--- config.mk ---
export PLATFORM = sky130hd
export DESIGN_NAME = ahb_default_slave_cfg_flat
export DESIGN_NICKNAME = d
export VERILOG_FILES = /design/src/rtl/ahb_default_slave_cfg_pkg.sv /design/src/rtl/ahb_default_slave_cfg_if.sv /design/src/rtl/ahb_default_slave_cfg_err_log.sv /design/src/rtl/ahb_default_slave_cfg.sv /design/src/flat_wrapper.sv
export SDC_FILE = /design/constraint.sdc
export NUM_CORES = 1
export LEC_CHECK = 0
export ABC_AREA = 1
export CORE_MARGIN = 3
export CORE_UTILIZATION = 39
export CTS_BUF_LIST = sky130_fd_sc_hd__clkbuf_16
export CTS_CLUSTER_DIAMETER = 100
export DETAILED_ROUTE_END_ITERATION = 8
export PLACE_DENSITY = 0.81
export SYNTH_ARGS = -nofsm -noshare
export SYNTH_HDL_FRONTEND = slang
export SYNTH_SLANG_ARGS = --single-unit
--- constraint.sdc ---
create_clock -name HCLK -period 2.05 [get_ports HCLK]
set_input_delay 0.205 -clock HCLK [delete_from_list [all_inputs] [get_ports HCLK]]
set_output_delay 0.205 -clock HCLK [all_outputs]
set_load 0.01 [all_outputs]
--- src/rtl/ahb_default_slave_cfg_pkg.sv ---
// Shared types and constants for the configurable AHB default slave.
package ahb_default_slave_pkg;

  // Response sequencer states.
  typedef enum logic [1:0] {
    IDLE = 2'd0,
    WAIT = 2'd1,
    ERR1 = 2'd2,
    ERR2 = 2'd3
  } state_e;

  localparam logic [1:0] RSP_OKAY  = 2'b00;
  localparam logic [1:0] RSP_ERROR = 2'b01;

  // Wait-state counter geometry.
  localparam int WAIT_CNT_W = 4;
  localparam int WAIT_MAX   = 15;

  // HREADYOUT is low only while the slave is stretching the data phase.
  function automatic logic ready_of(state_e s);
    return !(s == WAIT || s == ERR1);
  endfunction

  // HRESP is ERROR for both cycles of the two-cycle error response.
  function automatic logic [1:0] resp_of(state_e s);
    return (s == ERR1 || s == ERR2) ? RSP_ERROR : RSP_OKAY;
  endfunction

endpackage

--- src/rtl/ahb_default_slave_cfg_if.sv ---
// AHB slave-side bus bundle for the default slave.
//
// Handshake: a transfer is offered in the address phase when HSEL is high and
// HTRANS[1] is set (NONSEQ/SEQ); it is taken on the rising edge where HREADY is
// also high. The slave then owns the data phase, holding HREADYOUT low for each
// stretched cycle; the data phase completes on the first cycle with HREADYOUT
// high, and that same cycle may carry the next address phase.
interface ahb_default_slave_cfg_if #(
  parameter int ADDR_WIDTH = 32,
  parameter int DATA_WIDTH = 32
);
  logic                  HSEL;
  logic [1:0]            HTRANS;
  logic                  HREADY;
  logic [ADDR_WIDTH-1:0] HADDR;
  logic                  HWRITE;
  logic                  HREADYOUT;
  logic [1:0]            HRESP;
  logic [DATA_WIDTH-1:0] HRDATA;

  modport master (
    output HSEL, HTRANS, HREADY, HADDR, HWRITE,
    input  HREADYOUT, HRESP, HRDATA
  );

  modport slave (
    input  HSEL, HTRANS, HREADY, HADDR, HWRITE,
    output HREADYOUT, HRESP, HRDATA
  );
endinterface

--- src/rtl/ahb_default_slave_cfg_err_log.sv ---
// Offending-access log: last address/direction, saturating count, sticky irq.
module ahb_default_slave_err_log
  import ahb_default_slave_pkg::*;
#(
  parameter int ADDR_WIDTH = 32,
  parameter int CNT_WIDTH  = 8
) (
  input  logic                  clk_i,
  input  logic                  rst_i,
  input  logic                  log_en_i,
  input  logic [ADDR_WIDTH-1:0] addr_i,
  input  logic                  write_i,
  input  logic                  clr_i,
  output logic [ADDR_WIDTH-1:0] err_addr_o,
  output logic                  err_write_o,
  output logic [CNT_WIDTH-1:0]  err_count_o,
  output logic                  err_irq_o
);

  logic [ADDR_WIDTH-1:0] addr_q, addr_d;
  logic                  write_q, write_d;
  logic [CNT_WIDTH-1:0]  count_q, count_d;
  logic [CNT_WIDTH-1:0]  count_base;
  logic                  irq_q, irq_d;

  // Next log state: clear applies first so a coincident access still counts as one.
  always_comb begin
    addr_d     = addr_q;
    write_d    = write_q;
    count_base = clr_i ? '0 : count_q;
    count_d    = count_base;
    irq_d      = irq_q & ~clr_i;
    if (log_en_i) begin
      addr_d  = addr_i;
      write_d = write_i;
      irq_d   = 1'b1;
      if (!(&count_base)) begin
        count_d = count_base + CNT_WIDTH'(1);
      end
    end
  end

  // Log registers with synchronous reset.
  always_ff @(posedge clk_i) begin
    if (rst_i) begin
      addr_q  <= '0;
      write_q <= 1'b0;
      count_q <= '0;
      irq_q   <= 1'b0;
    end else begin
      addr_q  <= addr_d;
      write_q <= write_d;
      count_q <= count_d;
      irq_q   <= irq_d;
    end
  end

  assign err_addr_o  = addr_q;
  assign err_write_o = write_q;
  assign err_count_o = count_q;
  assign err_irq_o   = irq_q;

endmodule

--- src/rtl/ahb_default_slave_cfg.sv ---
// Configurable AHB default slave: wait states, ERROR or OKAY/constant response,
// and logging of every access that lands in unmapped space.
module ahb_default_slave_cfg
  import ahb_default_slave_pkg::*;
#(
  parameter int                    WAIT_STATES = 0,
  parameter bit                    ERR_MODE    = 1'b1,
  parameter int                    ADDR_WIDTH  = 32,
  parameter int                    DATA_WIDTH  = 32,
  parameter int                    CNT_WIDTH   = 8,
  parameter logic [DATA_WIDTH-1:0] RDATA_VALUE = '0
) (
  input  logic                  HCLK,
  input  logic                  HRESET,
  ahb_default_slave_cfg_if.slave bus,
  input  logic                  err_clr,
  output logic [ADDR_WIDTH-1:0] err_addr,
  output logic                  err_write,
  output logic [CNT_WIDTH-1:0]  err_count,
  output logic                  err_irq,
  output state_e                dbg_state
);

  // The wait counter is only four bits; larger settings cannot be honoured.
  if (WAIT_STATES < 0 || WAIT_STATES > WAIT_MAX) begin : g_bad_wait_states
    $error("ahb_default_slave_cfg: WAIT_STATES must be in 0..15");
  end

  localparam bit                    HAS_WAIT = (WAIT_STATES > 0);
  localparam logic [WAIT_CNT_W-1:0] WS_LOAD  =
    WAIT_CNT_W'(HAS_WAIT ? WAIT_STATES - 1 : 0);

  state_e                  state_q, state_d;
  logic [WAIT_CNT_W-1:0]   cnt_q, cnt_d;
  logic                    accept;
  logic                    unused_htrans0;

  // HTRANS[0] only separates NONSEQ from SEQ (or IDLE from BUSY); both are
  // treated alike here.
  assign unused_htrans0 = bus.HTRANS[0];

  // New transfers are only looked at when the slave drives HREADYOUT high,
  // i.e. in IDLE or in the final ERROR cycle.
  assign accept = bus.HSEL & bus.HREADY & bus.HTRANS[1] &
                  (state_q == IDLE || state_q == ERR2);

  // Next-state and wait-counter logic for the response sequencer.
  always_comb begin
    state_d = state_q;
    cnt_d   = cnt_q;
    case (state_q)
      IDLE, ERR2: begin
        state_d = IDLE;
        if (accept) begin
          if (HAS_WAIT) begin
            state_d = WAIT;
            cnt_d   = WS_LOAD;
          end else if (ERR_MODE) begin
            state_d = ERR1;
          end else begin
            state_d = IDLE;
          end
        end
      end
      WAIT: begin
        if (cnt_q == '0) begin
          state_d = ERR_MODE ? ERR1 : IDLE;
        end else begin
          cnt_d = cnt_q - WAIT_CNT_W'(1);
        end
      end
      ERR1: begin
        state_d = ERR2;
      end
      default: begin
        state_d = IDLE;
      end
    endcase
  end

  // State and wait-counter registers; reset abandons any response in flight.
  always_ff @(posedge HCLK) begin
    if (HRESET) begin
      state_q <= IDLE;
      cnt_q   <= '0;
    end else begin
      state_q <= state_d;
      cnt_q   <= cnt_d;
    end
  end

  assign bus.HREADYOUT = ready_of(state_q);
  assign bus.HRESP     = resp_of(state_q);
  assign bus.HRDATA    = RDATA_VALUE;
  assign dbg_state     = state_q;

  ahb_default_slave_err_log #(
    .ADDR_WIDTH (ADDR_WIDTH),
    .CNT_WIDTH  (CNT_WIDTH)
  ) u_err_log (
    .clk_i       (HCLK),
    .rst_i       (HRESET),
    .log_en_i    (accept),
    .addr_i      (bus.HADDR),
    .write_i     (bus.HWRITE),
    .clr_i       (err_clr),
    .err_addr_o  (err_addr),
    .err_write_o (err_write),
    .err_count_o (err_count),
    .err_irq_o   (err_irq)
  );

endmodule

--- src/flat_wrapper.sv ---
// flat-port wrapper written by rule: the top's interface ports become plain ports
module ahb_default_slave_cfg_flat import ahb_default_slave_pkg::*;
#(
  parameter int                    WAIT_STATES = 0,
  parameter bit                    ERR_MODE    = 1'b1,
  parameter int                    ADDR_WIDTH  = 32,
  parameter int                    DATA_WIDTH  = 32,
  parameter int                    CNT_WIDTH   = 8,
  parameter logic [DATA_WIDTH-1:0] RDATA_VALUE = '0
)
  (HCLK, HRESET, err_clr, err_addr, err_write, err_count, err_irq, dbg_state, bus_HSEL, bus_HTRANS, bus_HREADY, bus_HADDR, bus_HWRITE, bus_HREADYOUT, bus_HRESP, bus_HRDATA);
  ahb_default_slave_cfg_if #(.ADDR_WIDTH(ADDR_WIDTH), .DATA_WIDTH(DATA_WIDTH)) bus_i ();
  input  logic HCLK;
  input  logic HRESET;
  input  logic err_clr;
  output logic [ADDR_WIDTH-1:0] err_addr;
  output logic err_write;
  output logic [CNT_WIDTH-1:0] err_count;
  output logic err_irq;
  output state_e dbg_state;
  input wire logic [$bits(bus_i.HSEL)-1:0] bus_HSEL;
  input wire logic [$bits(bus_i.HTRANS)-1:0] bus_HTRANS;
  input wire logic [$bits(bus_i.HREADY)-1:0] bus_HREADY;
  input wire logic [$bits(bus_i.HADDR)-1:0] bus_HADDR;
  input wire logic [$bits(bus_i.HWRITE)-1:0] bus_HWRITE;
  output wire logic [$bits(bus_i.HREADYOUT)-1:0] bus_HREADYOUT;
  output wire logic [$bits(bus_i.HRESP)-1:0] bus_HRESP;
  output wire logic [$bits(bus_i.HRDATA)-1:0] bus_HRDATA;
  assign bus_i.HSEL = bus_HSEL;
  assign bus_i.HTRANS = bus_HTRANS;
  assign bus_i.HREADY = bus_HREADY;
  assign bus_i.HADDR = bus_HADDR;
  assign bus_i.HWRITE = bus_HWRITE;
  assign bus_HREADYOUT = bus_i.HREADYOUT;
  assign bus_HRESP = bus_i.HRESP;
  assign bus_HRDATA = bus_i.HRDATA;
  ahb_default_slave_cfg #(.WAIT_STATES(WAIT_STATES), .ERR_MODE(ERR_MODE), .ADDR_WIDTH(ADDR_WIDTH), .DATA_WIDTH(DATA_WIDTH), .CNT_WIDTH(CNT_WIDTH), .RDATA_VALUE(RDATA_VALUE)) u_core (.HCLK(HCLK), .HRESET(HRESET), .bus(bus_i), .err_clr(err_clr), .err_addr(err_addr), .err_write(err_write), .err_count(err_count), .err_irq(err_irq), .dbg_state(dbg_state));
endmodule
==> run_results.csv <==
group,metric,value,unit
run_status,status,"completed",
synth,synth_ff_type,"dfxtp_1",
drt,avgRoutedWirePerCell,11.8,um
die,fp.dieW,81.1,um
clock_tree,cts.repair.resized,0,
power_and_ir_drop,power_density,697,nW/um2
synth,synth_top_area_cell,"dfxtp_1",
finish,drive_gt1_frac,0.0724,
place,gp_congestion,0.787,
critical_path,critPathLaunchType,"register",
die,io_pins,119,
synth,ys_ff_latch,48,
drt,vias_per_cell,4.56,
clock_tree,cts_setup_buffers,0,
clock_tree,tritoncts,"done",
synth,synth_commonest_cells,"79 x nor2_1, 48 x dfxtp_1, 37 x o21ai_0, 33 x buf_4, 23 x nand2_1",
sta,layout_setup_ws,0.109,ns
drt,first_pass_iters,4,
finish,finish.utilization,0.592,
sta,fin_crit,1.94,ns
critical_path,path_class,"register to output port",
sta,hold_viol,0,
clock_tree,clk_latency,0.29,ns
clock_tree,cts_made_buffers,5,
drt,vias,2021,
sta,slew_viol_final,0,
synth,syn_avg_cell_area,7.64,um2
drt,detail-route-antenna-nets,0,
place,post-place-ws,0.280,ns
drt,drt_iter0_drc,95,
critical_path,cp.arrival,1.74,ns
sta,rsz0062_at_grt,"no",
global_routing,grt_pass1_vias,1842,
drt,drc,0,
clock_tree,cts-root-buf,"clkbuf_16",
global_routing,antenna_found_initial,0,
clock_tree,h-tree-depth,2,
synth,synthArstFlopShare,0,
global_routing,overflow,0,
finish,area_growth_syn_to_layout,41.9,%
power_and_ir_drop,p_leak,1.32,nW
clock_tree,cts.path.max_buffers,2,
critical_path,crit_fanout,4,
critical_path,cp-end-kind,"output port",
drt,routed_wl,5.23,mm
clock_tree,clock-sinks,48,
clock_tree,postCtsHoldBufs,0,
clock_tree,cts.clk_slew.worst_paths,0.06,ns
critical_path,required,1.85,ns
place,portBuffers,84,
sta,finalCritPeriodShare,0.947,
sta,finalClockSkew,0.00332,ns
die,initial_utilization,0.417,
synth,synth.area.top_cells,"dfxtp_1 44%, nor2_1 13%, buf_4 11%, o21ai_0 8.4%, nand2_1 3.9%",
global_routing,grt_pass1_wl,8.11,mm
place,dp.cells,435,
place,dp.final_hpwl,3.94,mm
synth,yosysUniqueCellTypes,30,
place,dpl_cell_area,2980,um2
synth,synth_edf_count,0,
finish,fin_cells,443,
power_and_ir_drop,ir_drop,0.000415,V
synth,synth_area,2200,um2
die,fp.coreArea,5270,um2
global_routing,grt_max_degree,31,
sta,fin_setup_tns,0,ns
synth,synth-seq-area-share,0.437,
global_routing,grt_usage,0.159,
finish,nFillCells,478,
finish,finalNetCount,416,
synth,syn_inst,288,
sta,fmax,0.515,GHz
run,max_cap_violations,0,
die,fp-row-count,26,
synth,synth_top_cell_area_share,0.437,
finish,n_antenna_cell,0,
sta,setup_violations,0,
synth,ys.warnings.count,0,
min_path,hp-class,"register to register",
synth,synth.most_common_cell,"nor2_1",
die,die_h,81.1,um
finish,postLayoutCellArea,3120,um2
die,dieArea,6580,um2
==> per-layer routing <==
metal,global-route usage,share of wire,vias to the layer above
met5,0,0,-
met4,0.0591,0.013,0
met3,0.0876,0.13,6
met2,0.255,0.46,94
met1,0.176,0.39,915
li1,-,-,1006
==> logic make-up after synthesis <==
family          share of synthesized area
simple gates                        0.245
buf+inv                             0.168
compound gates                      0.122
flops                               0.437
fa+ha+maj                          0.0228
xor+xnor                          0.00398
other cells                       0.00170
==> stage by stage <==
step	power, mW	hold slack, ns
global route	2.25	0.488
floorplan	1.23	0.274
global placement	1.40	0.453
finish	2.17	0.473
detailed placement	1.40	0.467
CTS	2.19	0.479
==> state kept, by name (all words and copies together), names as in the netlist <==
| register | count |
|---|---|
| u_core.cnt_q | 4 |
| u_core.dbg_state | 2 |
| u_core.u_err_log.err_addr_o | 32 |
| u_core.u_err_log.err_count_o | 8 |
| u_core.u_err_log.err_irq_o | 1 |
| u_core.u_err_log.err_write_o | 1 |
==> path summary, 6_finish.rpt <==
check / startpoint / endpoint / slack (ns) / cells after the start
max reg2reg: u_core.dbg_state[0] / u_core.u_err_log.err_addr_o[25] / 0.31 / 8
min reg2reg: u_core.u_err_log.err_irq_o / u_core.u_err_log.err_irq_o / 0.47 / 2
min: u_core.u_err_log.err_irq_o / u_core.u_err_log.err_irq_o / 0.47 / 2
max: u_core.dbg_state[0] / bus_HRESP[0] / 0.11 / 4
==> cell usage in the layout (no fill, tap or decap) <==
| master | Yosys | final |
|---|---|---|
| dfxtp_1 | 48 | 48 |
| nor2_8 | 1 | 1 |
| nor3_1 | 1 | 1 |
| inv_1 | 14 | 14 |
| clkinv_1 | 1 | 2 |
| conb_1 | 1 | 33 |
| o21ai_1 | 2 | 2 |
| nor2_4 | 2 | 2 |
| or2_2 | 1 | 1 |
| nand3_2 | 3 | 3 |
| nand2_1 | 23 | 23 |
| o21ai_2 | 1 | 1 |
| buf_4 | 33 | 5 |
| nand3_1 | 6 | 6 |
| nor2_1 | 79 | 79 |
| xor2_1 | 1 | 1 |
| clkinv_2 | 0 | 2 |
| ha_1 | 4 | 4 |
| nand2_2 | 2 | 2 |
| a21oi_1 | 10 | 10 |
| clkdlybuf4s50_1 | 0 | 84 |
| clkbuf_16 | 0 | 5 |
| inv_4 | 1 | 1 |
| o21ai_0 | 37 | 37 |
| a21boi_0 | 1 | 1 |
| nand3_4 | 1 | 1 |
| nor2_2 | 2 | 2 |
| inv_2 | 1 | 1 |
| a31oi_1 | 1 | 1 |
==> critical path, stage by stage (launching register included) <==
cell             delay, ns
dfxtp_1               0.38
inv_1                 0.08
ha_1                  0.21
or2_2                 0.29
clkdlybuf4s50_1       0.50
==> report_power, final <==
part	internal [mW]	switching, mW	leakage [nW]	total [mW]
combinational	0.197	0.178	0.858	0.375
clock	0.444	0.346	0.0710	0.790
sequential	0.983	0.0266	0.391	1.01
total	1.62	0.551	1.32	2.17
==> cell type report <==
class / instances / area (um2) / share of cell area
clock buffers: 5 / 125 / 0.0401
inverters: 17 / 66.3 / 0.0212
multi-input cells: 211 / 990 / 0.317
flip-flops and latches: 48 / 961 / 0.308
repair buffers: 89 / 878 / 0.281
clock inverters: 3 / 13.8 / 0.00441
well taps: 70 / 87.6 / 0.0281
Power figures use the tool's default switching activity.
